==> config.mk <==
export PLATFORM = sky130hd
export DESIGN_NAME = lzc_pipe
export DESIGN_NICKNAME = d
export VERILOG_FILES = /design/src/rtl/lzc_pipe.sv
export SDC_FILE = /design/constraint.sdc
export NUM_CORES = 1
export LEC_CHECK = 0
export BUFFER_PORTS_ARGS = -buffer_cell sky130_fd_sc_hd__buf_2
export CAP_MARGIN = 20
export CORE_ASPECT_RATIO = 0.5
export CORE_UTILIZATION = 40
export CTS_CLUSTER_SIZE = 10
export DETAILED_ROUTE_END_ITERATION = 8
export HOLD_SLACK_MARGIN = 0.03
export PLACE_DENSITY = 0.63
export SYNTH_ARGS = -nofsm -noshare
export SYNTH_HDL_FRONTEND = slang
export SYNTH_SLANG_ARGS = --single-unit
==> constraint.sdc <==
create_clock -name clk -period 1.65 [get_ports clk]
set_clock_uncertainty 0.05 [all_clocks]
set_input_delay 0.2475 -clock clk [delete_from_list [all_inputs] [get_ports clk]]
set_output_delay 0.2475 -clock clk [all_outputs]
set_load 0.01 [all_outputs]
==> src/rtl/lzc_pipe.sv <==
// ---------------------------------------------------------------------------
// lzc_pipe
// Pipelined leading-zero / leading-one counter for the ALU CLZ/CLO path.
// A binary search resolves one count bit per registered stage, so the unit
// has a latency of $clog2(WIDTH) cycles and accepts one operand per cycle.
// A sideband tag travels with each operand so results can be matched to rd.
//
// Ports
//   clk        rising-edge clock
//   rst_n      asynchronous active-low reset
//   flush      synchronous kill of every in-flight operation
//   in_valid   operand present
//   in_ready   unit accepts an operand this cycle (= no output stall)
//   in_data    operand, WIDTH bits
//   in_mode    0 = count leading zeros, 1 = count leading ones
//   in_tag     sideband tag, returned unchanged with the result
//   out_valid  result present
//   out_ready  consumer takes the result this cycle
//   out_count  leading count, 0..WIDTH
//   out_all    operand consisted entirely of the counted bit
//   out_tag    tag of this result
// ---------------------------------------------------------------------------
module lzc_pipe #(
    parameter int WIDTH = 32,
    parameter int TAG_W = 5,
    localparam int CW   = $clog2(WIDTH) + 1
) (
    input  logic             clk,
    input  logic             rst_n,
    input  logic             flush,
    input  logic             in_valid,
    output logic             in_ready,
    input  logic [WIDTH-1:0] in_data,
    input  logic             in_mode,
    input  logic [TAG_W-1:0] in_tag,
    output logic             out_valid,
    input  logic             out_ready,
    output logic [CW-1:0]    out_count,
    output logic             out_all,
    output logic [TAG_W-1:0] out_tag
);

    localparam int L = $clog2(WIDTH);

    logic             stall;
    logic             in_fire;
    logic [WIDTH-1:0] in_win;

    // Global stall: every stage holds while the output waits for the consumer.
    assign stall    = out_valid && !out_ready;
    assign in_ready = !stall;
    assign in_fire  = in_valid && in_ready;

    // CLO is CLZ of the inverted operand.
    assign in_win = in_mode ? ~in_data : in_data;

    // Stages 0..L-2. Each stage looks at a window twice the size of the one it
    // keeps: if the upper half is all zero it adds the half-width to the count
    // and keeps the lower half, otherwise it keeps the upper half. Carrying
    // only the surviving half is equivalent to the shift-left formulation and
    // leaves no dead register bits.
    for (genvar k = 0; k < L - 1; k++) begin : g_stg
        localparam int             SW      = WIDTH >> k;
        localparam int             H       = SW / 2;
        localparam logic [L-1:0]   ACC_BIT = L'(1) << (L - 1 - k);

        logic [SW-1:0]    src_win;
        logic [L-1:0]     src_acc;
        logic [TAG_W-1:0] src_tag;
        logic             src_v;
        logic             upper_zero;

        logic             v_q;
        logic [H-1:0]     win_q;
        logic [L-1:0]     acc_q;
        logic [TAG_W-1:0] tag_q;

        if (k == 0) begin : g_head
            assign src_win = in_win;
            assign src_acc = '0;
            assign src_tag = in_tag;
            assign src_v   = in_fire;
        end else begin : g_body
            assign src_win = g_stg[k-1].win_q;
            assign src_acc = g_stg[k-1].acc_q;
            assign src_tag = g_stg[k-1].tag_q;
            assign src_v   = g_stg[k-1].v_q;
        end

        assign upper_zero = (src_win[SW-1 -: H] == '0);

        always_ff @(posedge clk or negedge rst_n) begin
            if (!rst_n) begin
                v_q   <= 1'b0;
                win_q <= '0;
                acc_q <= '0;
                tag_q <= '0;
            end else if (flush) begin
                v_q <= 1'b0;
            end else if (!stall) begin
                v_q <= src_v;
                // Data only moves with a valid operand, so bubbles never
                // disturb the held values.
                if (src_v) begin
                    win_q <= upper_zero ? src_win[H-1:0] : src_win[SW-1 -: H];
                    acc_q <= src_acc | (upper_zero ? ACC_BIT : '0);
                    tag_q <= src_tag;
                end
            end
        end
    end

    // Final stage: resolves the last count bit from a 2-bit window and
    // registers the result. The surviving bit says whether any counted-against
    // bit exists at all; if not, the count saturates to WIDTH.
    logic [1:0]       fin_win;
    logic [L-1:0]     fin_acc_in;
    logic [L-1:0]     fin_acc;
    logic [TAG_W-1:0] fin_tag;
    logic             fin_v;
    logic             fin_zero;
    logic             fin_b;

    assign fin_win    = g_stg[L-2].win_q;
    assign fin_acc_in = g_stg[L-2].acc_q;
    assign fin_tag    = g_stg[L-2].tag_q;
    assign fin_v      = g_stg[L-2].v_q;

    assign fin_zero = !fin_win[1];
    assign fin_b    = fin_zero ? fin_win[0] : fin_win[1];
    assign fin_acc  = fin_acc_in | {{(L-1){1'b0}}, fin_zero};

    always_ff @(posedge clk or negedge rst_n) begin
        if (!rst_n) begin
            out_valid <= 1'b0;
            out_count <= '0;
            out_all   <= 1'b0;
            out_tag   <= '0;
        end else if (flush) begin
            out_valid <= 1'b0;
        end else if (!stall) begin
            out_valid <= fin_v;
            if (fin_v) begin
                out_all   <= !fin_b;
                out_count <= fin_b ? {1'b0, fin_acc} : CW'(WIDTH);
                out_tag   <= fin_tag;
            end
        end
    end

endmodule
==> impl_metrics.ini, run 1 <==
[detailed_routing]
dr.pass1.iters = 4
routed_wl_um = 6870
detail_route.iter0.violations = 104
drc_errors = 0
wl_per_cell_um = 12.4
avgViaCountPerCell = 4.67
ant_nets = 0
vias = 2583

[die]
dieArea_um2 = 9040
die_x_um = 133
num_io_pins = 57
initial_core_util_pct = 42.3
rows = 23
die_h_um = 67.7
core_area_um2 = 8170

[worst_setup_path]
path_buf_inv = 1
cp_cell_sequence = or4_4 > nor4_4 > nor3b_4 > buf_6 > o2bb2ai_1
crit_path_start_kind = flop
endpoint_kind = flop
cp_data_required_time_ns = 1.85
cp.arrival_ns = 1.99
worstSetupPathType = reg2reg
critPathTopFamily = simple AND/OR/NAND/NOR gates
critPathMaxFanout = 5
cp_slowest_stage_delay_ns = 0.56
cpMaxStageDelayCell = or4_4

[synthesis]
syn_nets = 396
synthFlopType = dfrtp_1
async_flop_share_pct = 100
synth_seq_cells = 76
synth_common_cells = 97 x nand2_1, 76 x dfrtp_1, 28 x xor2_1
synth.most_common_cell = nand2_1
netlist_area_um2 = 3460
avgSynthCellArea_um2 = 9.79
synth_top_area_cell = dfrtp_1
synth-seq-area-share_pct = 55.0
yosysTopAreaCellShare_pct = 55.0
ys_types = 33
yosysWarnings = 0
synth_cells = 353
synth-edff-count = 0
synthTopCellsByArea = dfrtp_1 55%, nand2_1 11%, xor2_1 7.1%

[layout]
antenna_cells = 0
layout.nets = 479
drive_gt1_share_pct = 29.0
utilization_pct = 54.3
syn_to_final_growth_pct = 28.5
fin_cells = 553

[sta]
setup_ws_ns = -0.135
worst_pin_slew_ns = 0.408
grt_setup_unrepaired = yes
slew-limit-headroom_pct = 72.8
finalSetupViolCount = 8
finalHoldViolations = 0
period_share_pct = 108
fin_crit_ns = 1.79
slew_viol_final = 0
max_freq_mhz = 560

[clock_network]
clk_pin_slew_ns = 0.06
cts_tree = built
post_cts_buffers = 0
cts_buffers = 9
cts.sinks = 76
cts-root-buf = clkbuf_16
h-tree-depth = 3
worstSkewPairLatency_ns = 0.33
clk_path_buf_depth = 2

[power]
powerDensity_nw_per_um2 = 1160
p_int_uw = 3830
p_sw_share_pct = 25.5
p_clk_share_pct = 40.4
p_leak_uw = 0.00224
p_total_uw = 5140
ir_drop_mv = 0.559
switchingPower_uw = 1310
power_frac_seq_pct = 45.8
pwr-share-comb_pct = 13.8

[grt]
grt_pass1_vias = 2610
grt_pass1_wl_um = 12400
grt_max_degree = 77
track_usage_pct = 17.8
antenna_found_initial = 0
overflow = 0

[placement]
place_inst = 536
dp_hpwl_um = 4970
port_buffers = 56
place_congestion = 0.761

[status]
violations = setup timing
status = complete, but fails checks

[flow_run]
drv_cap = 0

[worst_hold_path]
hp-class = in2reg
-- metrics by stage --
| stage | area [µm²] | hold WS, ns | worst slack [ns] | setup TNS [ns] |
|---|---|---|---|---|
| global route | 4440 | 0.0611 | -0.223 | -1.61 |
| floorplan | 3470 | -0.0981 | -0.0336 | -0.143 |
| CTS | 4430 | 0.0426 | -0.126 | -0.861 |
| finish | 4440 | 0.0552 | -0.135 | -0.928 |
| global placement | 4070 | 0.260 | -0.154 | -1.67 |
| detailed placement | 4070 | 0.268 | -0.178 | -2.42 |
-- registers in the layout, summed over array words and instances (netlist names) --
name	cells
fin_acc_in	4
fin_tag	5
fin_v	1
fin_win	2
g_stg.acc_q	6
g_stg.tag_q	15
g_stg.v_q	3
g_stg.win_q	28
out_count	6
out_tag	5
out_valid	1
-- path summary, 6_finish.rpt --
| path | startpoint | to | slack [ns] | cells after the start |
|---|---|---|---|---|
| max | g_stg[0].win_q[12]$_DFFE_PN0P_ | g_stg[1].win_q[6]$_DFFE_PN0P_ | -0.14 | 5 |
| min | in_tag[0] | g_stg[0].tag_q[0]$_DFFE_PN0P_ | 0.06 | 3 |
| max reg2reg | g_stg[0].win_q[12]$_DFFE_PN0P_ | g_stg[1].win_q[6]$_DFFE_PN0P_ | -0.14 | 5 |
| min reg2reg | g_stg[1].tag_q[3]$_DFFE_PN0P_ | g_stg[2].tag_q[3]$_DFFE_PN0P_ | 0.41 | 2 |
| max in group asynchronous | rst_n | g_stg[2].win_q[0]$_DFFE_PN0P_ | 0.79 | 3 |
| min in group asynchronous | rst_n | g_stg[0].win_q[10]$_DFFE_PN0P_ | 0.42 | 3 |
-- cell type report --
cell class,instances,area (µm²)
clock buffer,10,229
clock inverter,6,88.8
fill,751,3730
inverter,8,30.0
multi-input combinational,250,1480
sequential,76,1900
tap,112,140
timing repair buffer,91,574
-- worst min-delay path, stage by stage --
cell and delay (ns):
buf_2 0.07, nand2_1 0.04, nand2_1 0.05
-- power groups by stage --
stage,clock network (µW),registers (µW),logic (µW)
after floorplan,0,2340,417
after global placement,0,2370,684
after detailed placement,0,2380,700
after CTS,2110,2350,717
after global routing,2200,2400,828
final,2070,2350,710
-- cells by family after synthesis --
group | share of synthesized area [%]
flip-flops | 55.0
buffers and inverters | 3.55
AND/OR/NAND/NOR | 17.9
multiplexers | 5.39
AO/OA/AOI/OAI | 11.0
XOR/XNOR | 7.10
-- cells in the final DEF, fill, tap and decap left out, types with 3 or more instances in the layout --
cell type | Yosys | layout
o21ai_1 | 7 | 7
nor2_1 | 19 | 18
or4_1 | 5 | 4
dfrtp_1 | 76 | 76
o2bb2ai_2 | 0 | 3
buf_4 | 3 | 31
xor2_1 | 28 | 28
a221o_1 | 3 | 3
a21oi_1 | 20 | 20
clkbuf_16 | 0 | 9
mux2i_1 | 4 | 4
o21ai_0 | 20 | 20
buf_2 | 2 | 56
nand2_1 | 97 | 97
mux2_2 | 13 | 13
nand2b_1 | 3 | 3
nand4_1 | 5 | 5
inv_1 | 8 | 8
-- metal layers --
layer,GRT usage [%],share of wire [%],vias up
met5,0,0,-
met1,24.5,53,1155
met2,27.5,41,63
li1,-,-,1357
met4,6.82,1.4,0
met3,4.35,5.3,8
-- timing repair --
item,4_1_cts,5_1_grt
resized for setup,5,3
endpoints found under the hold margin,76,0
pin swaps,2,2
endpoints found under the setup margin,8,10
hold buffers,1,0
Power figures use the tool's default switching activity.
==> inputs of run 2 (changes only) <==
Settings changed: CTS_CLUSTER_SIZE 10 to 14, PLACE_DENSITY 0.63 to 0.62.
==> impl_metrics.ini, run 2 (synthesis results as in run 1) <==
[sta]
period_share_pct = 110
fin_crit_ns = 1.82
max_freq_mhz = 550
grt_setup_unrepaired = yes
setup_ws_ns = -0.167
slew_viol_final = 0
worst_pin_slew_ns = 0.434
finalSetupViolCount = 8
tns_ns = -0.963
finalHoldViolations = 0
slew-limit-headroom_pct = 71.1

[detailed_routing]
ant_nets = 0
routed_wl_um = 7100
drc_errors = 0
detail_route.iter0.violations = 122
avgViaCountPerCell = 4.82
vias = 2658
wl_per_cell_um = 12.9
dr.pass1.iters = 4

[layout]
nFillCells = 754
regMostFlops = g_stg.win_q
antenna_cells = 0
drive_gt1_share_pct = 30.5
final_common_cell = nand2_1
fin_area_um2 = 4450
syn_to_final_growth_pct = 28.7
multiInputGateArea_um2 = 1500
layout.nets = 478
largest_reg_flops = 28
largestRegisters = g_stg.win_q: 28 flops, g_stg.tag_q: 15 flops
ff_latch_area_um2 = 1900
layout_common_cells = 94 x nand2_1, 76 x dfrtp_1, 56 x buf_2, 30 x buf_4, 28 x xor2_1

[worst_hold_path]
hp-class = in2reg

[die]
initial_core_util_pct = 42.3
core_area_um2 = 8170
rows = 23
num_io_pins = 57
die_x_um = 133
dieArea_um2 = 9040
die_h_um = 67.7

[power]
power_frac_seq_pct = 46.6
p_sw_share_pct = 26.5
p_clk_share_pct = 39.1
p_int_uw = 3730
pwr-share-comb_pct = 14.3
p_leak_uw = 0.00224
ir_drop_mv = 0.557
powerDensity_nw_per_um2 = 1140
p_total_uw = 5070
switchingPower_uw = 1350

[worst_setup_path]
critPathMaxFanout = 5
endpoint_kind = flop
worstSetupPathType = reg2reg
cp.arrival_ns = 2.03
crit_path_start_kind = flop
cp_data_required_time_ns = 1.86

[grt]
overflow = 0
track_usage_pct = 17.9
grt_pass1_wl_um = 12500
grt_pass1_vias = 2643
antenna_found_initial = 0
grt_max_degree = 60

[status]
status = complete, but fails checks
violations = setup timing

[clock_network]
h-tree-depth = 3
clk_pin_slew_ns = 0.06
cts_tree = built
worstSkewPairLatency_ns = 0.33
cts_buffers = 9
cts.sinks = 76
cts-root-buf = clkbuf_16
clk_path_buf_depth = 2

[placement]
place_area_um2 = 4070
place_congestion = 0.807
port_buffers = 56
dp_hpwl_um = 5360
pre_cts_slack_ns = -0.279

[flow_run]
drv_cap = 0
-- run 2: worst paths after layout --
check | startpoint | to | slack (ns) | depth (start not counted)
setup / recovery | g_stg[0].win_q[15]$_DFFE_PN0P_ | g_stg[1].win_q[4]$_DFFE_PN0P_ | -0.17 | 5
max in group asynchronous | rst_n | out_count[2]$_DFFE_PN0P_ | 0.59 | 3
setup reg to reg | g_stg[0].win_q[15]$_DFFE_PN0P_ | g_stg[1].win_q[4]$_DFFE_PN0P_ | -0.17 | 5
hold / removal | in_tag[4] | g_stg[0].tag_q[4]$_DFFE_PN0P_ | 0.06 | 3
min in group asynchronous | rst_n | g_stg[0].win_q[10]$_DFFE_PN0P_ | 0.33 | 2
hold reg to reg | g_stg[1].tag_q[1]$_DFFE_PN0P_ | g_stg[2].tag_q[1]$_DFFE_PN0P_ | 0.42 | 2
-- run 2: what timing repair did --
| item | in CTS | in global routing |
|---|---|---|
| pin swaps | 9 | 5 |
| hold endpoints to repair | 17 | 0 |
| setup buffers | 2 | 0 |
| resized for setup | 8 | 7 |
| hold buffers | 1 | 0 |
| setup endpoints to repair | 9 | 30 |
-- run 2: routing by layer --
layer	global-route usage (%)	share of wire, %	up-vias
met5	0	0	-
met4	4.69	1.1	0
met1	23.4	50	1222
li1	-	-	1358
met3	5.93	5.5	8
met2	28.9	43	70
-- run 2: worst max-delay path: stages (launching register included) --
cell	delay (ns)
dfrtp_1	0.38
or4_4	0.55
nor4_4	0.17
nor3b_4	0.33
buf_6	0.17
o2bb2ai_2	0.10
-- run 2: power groups by stage --
stage	registers [µW]	logic, µW	clock network (µW)
after floorplan	2340	417	0
after global placement	2370	679	0
after global routing	2400	833	2130
final	2360	725	1990
after detailed placement	2390	709	0
after CTS	2360	730	2030
-- run 2: metrics by stage --
step | instances | hold slack, ns | util (%)
after global placement | 535 | 0.140 | 49.7
after floorplan | 353 | -0.0981 | -
after detailed placement | 535 | 0.146 | 49.7
after CTS | 552 | 0.0482 | 54.2
after global routing | 552 | 0.0462 | 54.4
final | 552 | 0.0575 | 54.4
-- run 2: layout make-up --
class | instances | share of cell area, %
Timing Repair Buffer | 90 | 12.7
Inverter | 8 | 0.675
Tap cell | 112 | 3.15
Clock buffer | 10 | 5.37
Sequential cell | 76 | 42.8
Multi-Input combinational cell | 250 | 33.8
Clock inverter | 6 | 1.55
